$ cat src/rtl/quad_decoder.sv
// quad_decoder: quadrature (A/B Gray code) position decoder.
//   Synchronizes and debounces channels a/b, decodes the filtered pair
//   against the previous pair and keeps an up/down position count.
// Ports:
//   clk      - sole clock, rising edge
//   reset    - asynchronous active-high reset
//   a, b     - raw quadrature channels (asynchronous to clk)
//   clear    - synchronous clear of value (wins over a same-cycle event)
//   err_clr  - synchronous clear of error (a same-cycle violation wins)
//   value    - WIDTH-bit position count (wraps or saturates per SAT)
//   step     - one-cycle pulse per counted event
//   dir      - direction of last counted event, 1 = CW, 0 = CCW
//   error    - sticky flag: both filtered channels changed in one cycle
module quad_decoder #(
    parameter int unsigned WIDTH  = 8,
    parameter int unsigned FILTER = 4,
    parameter int unsigned RES    = 2,
    parameter int unsigned SAT    = 0
) (
    input  logic             clk,
    input  logic             reset,
    input  logic             a,
    input  logic             b,
    input  logic             clear,
    input  logic             err_clr,
    output logic [WIDTH-1:0] value,
    output logic             step,
    output logic             dir,
    output logic             error
);

    localparam int unsigned SU_LEN = FILTER + 3;
    localparam int unsigned SU_W   = $clog2(SU_LEN + 1);
    localparam int unsigned CNT_W  = (FILTER > 1) ? $clog2(FILTER) : 1;
    localparam logic [WIDTH-1:0] MAX_VAL = '1;

    logic [1:0]       sync_a;
    logic [1:0]       sync_b;
    logic [1:0]       sy;       // synchronized pair {a,b}
    logic [1:0]       filt;     // filtered pair {fa,fb}
    logic [1:0]       prev;     // previous filtered pair {oa,ob}
    logic [SU_W-1:0]  su_cnt;
    logic             startup_c;
    logic [1:0]       delta_c;
    logic             cw_c;
    logic             ccw_c;
    logic             illegal_c;
    logic             qual_c;
    logic             event_c;
    logic [WIDTH-1:0] val_nxt_c;

    // Position of a pair along the CW sequence 00->10->11->01.
    function automatic logic [1:0] gray_pos(input logic [1:0] ab);
        return {ab[0], ab[1] ^ ab[0]};
    endfunction

    // Two-flop synchronizers
    always_ff @(posedge clk or posedge reset) begin
        if (reset) begin
            sync_a <= '0;
            sync_b <= '0;
        end else begin
            sync_a <= {sync_a[0], a};
            sync_b <= {sync_b[0], b};
        end
    end

    assign sy = {sync_a[1], sync_b[1]};

    // Startup window: filter bypassed, prev tracks filt, no events or errors.
    assign startup_c = (su_cnt != SU_W'(SU_LEN));

    always_ff @(posedge clk or posedge reset) begin
        if (reset) begin
            su_cnt <= '0;
        end else if (startup_c) begin
            su_cnt <= su_cnt + SU_W'(1);
        end
    end

    // Debounce: accept a differing level after FILTER stable cycles.
    // For a single bit, a change of sy while it differs from filt means
    // it returned to filt, so the equality test covers both reset causes.
    if (FILTER == 0) begin : g_nofilt
        assign filt = sy;
    end else begin : g_filt
        logic [CNT_W-1:0] cnt [2];

        always_ff @(posedge clk or posedge reset) begin
            if (reset) begin
                filt   <= '0;
                cnt[0] <= '0;
                cnt[1] <= '0;
            end else begin
                for (int i = 0; i < 2; i++) begin
                    if (startup_c) begin
                        filt[i] <= sy[i];
                        cnt[i]  <= '0;
                    end else if (sy[i] == filt[i]) begin
                        cnt[i] <= '0;
                    end else if (cnt[i] == CNT_W'(FILTER - 1)) begin
                        filt[i] <= sy[i];
                        cnt[i]  <= '0;
                    end else begin
                        cnt[i] <= cnt[i] + CNT_W'(1);
                    end
                end
            end
        end
    end

    // Transition decode: distance along the Gray sequence, mod 4.
    assign delta_c   = gray_pos(filt) - gray_pos(prev);
    assign cw_c      = (delta_c == 2'd1);
    assign ccw_c     = (delta_c == 2'd3);
    assign illegal_c = (delta_c == 2'd2) && !startup_c;

    // Resolution qualifier: which legal transitions are counted
    always_comb begin
        qual_c = 1'b1;
        if (RES == 2) begin
            qual_c = prev[1] ^ filt[1];
        end else if (RES == 1) begin
            qual_c = (filt == 2'b00);
        end
    end

    assign event_c = (cw_c || ccw_c) && qual_c && !startup_c;

    // Next count with wrap or saturation at 0 / MAX_VAL
    always_comb begin
        val_nxt_c = value;
        if (cw_c) begin
            if (!(SAT != 0 && value == MAX_VAL)) begin
                val_nxt_c = value + WIDTH'(1);
            end
        end else begin
            if (!(SAT != 0 && value == '0)) begin
                val_nxt_c = value - WIDTH'(1);
            end
        end
    end

    // Decode register and outputs
    always_ff @(posedge clk or posedge reset) begin
        if (reset) begin
            prev  <= '0;
            value <= '0;
            step  <= 1'b0;
            dir   <= 1'b0;
            error <= 1'b0;
        end else begin
            prev <= filt;
            step <= 1'b0;
            if (clear) begin
                value <= '0;
            end else if (event_c) begin
                value <= val_nxt_c;
                step  <= 1'b1;
                dir   <= cw_c;
            end
            if (illegal_c) begin
                error <= 1'b1;
            end else if (err_clr) begin
                error <= 1'b0;
            end
        end
    end

endmodule

$ cat config.mk
export PLATFORM = sky130hd
export DESIGN_NAME = quad_decoder
export DESIGN_NICKNAME = d
export VERILOG_FILES = /design/src/rtl/quad_decoder.sv
export SDC_FILE = /design/constraint.sdc
export NUM_CORES = 1
export LEC_CHECK = 0
export BUFFER_PORTS_ARGS = -buffer_cell sky130_fd_sc_hd__buf_2
export CORE_MARGIN = 2
export CORE_UTILIZATION = 25
export CTS_CLUSTER_SIZE = 14
export DETAILED_ROUTE_END_ITERATION = 10
export PLACE_DENSITY = 0.4
export SYNTH_ARGS = -nofsm -noshare
export SYNTH_HDL_FRONTEND = slang
export SYNTH_SLANG_ARGS = --single-unit
$ cat constraint.sdc
create_clock -name clk -period 4.2 [get_ports clk]
set_input_delay 0.42 -clock clk [delete_from_list [all_inputs] [get_ports clk]]
set_output_delay 0.42 -clock clk [all_outputs]
set_load 0.03 [all_outputs]
==> summary.md <==
| Metric | Value |
|---|---|
| Outcome | `complete, no violations` |
| Number of synthesized flops with an enable pin | `0` |
| Vias in the first global route | `861` |
| Most used DFF post-synth | `dfrtp_1` |
| Hold EP | `sync_a[0]` |
| Fill count | `562` |
| Data arrival time of the worst path | `3220 ps` |
| RR Endpoint | `value[7]` |
| # Max-Cap Violations | `0` |
| Number of routed nets with antenna violations | `0` |
| Worst path cell trace | `xnor2_1 -> ha_1 -> xor3_2 -> nor2_2 -> inv_1 -> ha_1 -> a21oi_1 -> a21oi_1 -> or3_1 -> a21oi_2 -> mux2_1` |
| Tightest Pin Transition | `1010 ps` |
| Critical path startpoint category | `register` |
| Core Util, Final | `0.304` |
| Hold_sp | `a` |
| Number of CTS-inserted buffers | `3` |
| Reg area | `651 sq um` |
| Hold Path Class | `input port to register` |
| WS Path Type | `register to register` |
| Site Rows | `26` |
| Synth cell types | `33` |
| Post-synthesis sequential area ratio | `0.488` |
| PostCTS Resize Cnt | `0` |
| CP Capture Type | `register` |
| Ys Warns | `0` |
| Initial antenna violation count | `0` |
| CP bufs+invs | `1` |
| Synthesized area | `1330 sq um` |
| Worst Path Required | `4370 ps` |
| Share of cells above drive strength 1 | `0.222` |
| Die height | `77.0 microns` |
| Clk_lat worst skew | `280 ps` |
| Relative slew slack | `0.326` |
| Initial drt markers | `32` |
| Most frequent cells in the layout | `26 x dfrtp_1, 16 x buf_2, 11 x ha_1` |
| Final count of pins violating max slew | `0` |
| Reg2reg start | `filt[1]` |
| Clock sinks | `26` |
| Via density | `4.34` |
| Total track usage | `0.0941` |
| Multi-input gate area | `649 sq um` |
| Detailed Place HPWL | `1.84 mm` |
| CTS Buffer Depth | `2` |
| R2R depth | `11` |
| CTS HTree Levels | `1` |
| Flops & latches, synth | `26` |
| Vias | `890` |
| CTS clk-pin slew, worst paths | `100 ps` |
| Largest delay contributor family on the critical path | `simple AND/OR/NAND/NOR gates` |
| Die W | `77.0 microns` |
| Max Freq | `0.328 GHz` |
| # setup viols final | `0` |
| Crit-path max FO | `6` |
| DR DRC count | `0` |
| Flop2flop setup slack | `1150 ps` |
| CP peak stage delay | `460 ps` |
| Commonest non-fill, non-tap cell in the layout | `dfrtp_1` |
| Routability cong. | `0.725` |
| Root Buffer | `clkbuf_8` |
| Mapped Avg Cell Area | `11.3 sq um` |
| Async SR Flop Fraction | `1.00` |
| Final Hold Fails | `0` |
| Initial Util | `0.259` |
| IO buf count | `16` |
| # Post-CTS Setup Buffers | `0` |
| CP max stage cell | `dfrtp_1` |
| WL final | `2.56 mm` |
| Worst hold path cell count | `1` |
| N_diodes | `0` |
| CTS tree | `yes` |
| Area growth syn-to-layout | `17.1%` |
| Final #Nets | `154` |
| GR Overflow Total | `0` |
| Core ar. | `5140 sq um` |
| Syn Inst Count | `118` |
| Fin crit share | `0.727` |
| Period minus WS final | `3050 ps` |
| Pin count of the biggest net entering global routing | `27` |
| Syn Nets | `136` |
| DR pass1 iterations | `4` |
| TNS Setup | `0 ps` |
| Hold buffers post-CTS | `0` |
| Unrepaired setup endpoints after global routing | `false` |
| Routed len/inst | `12.5 microns` |
| DIE AREA | `5940 sq um` |
| First-pass GRT wire length | `4.33 mm` |
| I/O pins | `17` |
| Final Skew | `8.31 ps` |
through the flow:
| step | worst slack, ps | hold slack [ps] | area [sq um] | cells |
|---|---|---|---|---|
| 6_report | 1150 | 242 | 1560 | 205 |
| 5_1_grt | 912 | 225 | 1560 | 205 |
| 4_1_cts | 1120 | 235 | 1560 | 205 |
| 3_5_place_dp | 1150 | 336 | 1490 | 201 |
| 3_3_place_gp | 1170 | 335 | 1490 | 201 |
| 2_1_floorplan | 1400 | 331 | 1330 | 118 |
sequential cells by signal (all words and copies together), names as in the netlist:
signal	cells
sync_b	2
step	1
dir	1
su_cnt	3
error	1
g_filt.cnt	4
filt	2
value	8
sync_a	2
prev	2
kinds of logic after synthesis:
| family | synth area share |
|---|---|
| AND/OR/NAND/NOR | 0.137 |
| flip-flops | 0.488 |
| AO/OA/AOI/OAI | 0.0966 |
| adder cells (fa/ha/maj) | 0.118 |
| XOR/XNOR | 0.0844 |
| buffers and inverters | 0.0253 |
| multiplexers | 0.0507 |
layout make-up:
class	count	area share
multi-input combinational	83	0.416
timing repair buffer	16	0.0513
sequential	26	0.417
tap	70	0.0561
clock buffer	3	0.0264
clock inverter	1	0.0192
inverter	6	0.0144
routing by layer:
| metal | global-route usage | vias to the layer above | routed length [microns] |
|---|---|---|---|
| met5 | 0 | - | 0 |
| met1 | 0.133 | 424 | 1300 |
| li1 | - | 450 | - |
| met3 | 0.0188 | 4 | 65 |
| met2 | 0.136 | 12 | 1150 |
| met4 | 0.0482 | 0 | 40 |
Yosys cell counts, drive strengths merged, types with 2 or more instances:
library cell | n | area [sq um]
a21oi | 7 | 38.8
a31oi | 2 | 12.5
clkbuf | 3 | 11.3
dfrtp | 26 | 651
ha | 11 | 138
inv | 6 | 22.5
mux2 | 6 | 67.6
nand2 | 9 | 33.8
nand2b | 2 | 12.5
nand3 | 2 | 10.0
nor2 | 8 | 35.0
nor2b | 3 | 18.8
nor3 | 3 | 15.0
nor3b | 3 | 27.5
o21a | 3 | 22.5
o21ai | 3 | 15.0
or3b | 2 | 17.5
xnor2 | 8 | 70.1
xor2 | 2 | 17.5
worst max path at each step:
stage	start	end	slack, ps	depth (start not counted)
3_5_place_dp	filt[1]	value[7]	1150	11
2_1_floorplan	filt[0]	value[7]	1400	11
6_report	filt[1]	value[7]	1150	11
4_1_cts	filt[1]	value[7]	1120	11
3_3_place_gp	filt[1]	value[7]	1170	11
5_1_grt	filt[1]	value[7]	910	11
worst reg2reg max path: cells and delay by family (launching register included):
kind / cells / cell delay [ps]
compound gates: 3 / 450
mux: 1 / 330
fa+ha+maj: 2 / 530
simple gates: 2 / 560
flops: 1 / 460
buf+inv: 1 / 180
xor+xnor: 2 / 440
Power is not shown: default switching activity piles up to over one toggle a cycle in this logic, so the estimate is an artifact.
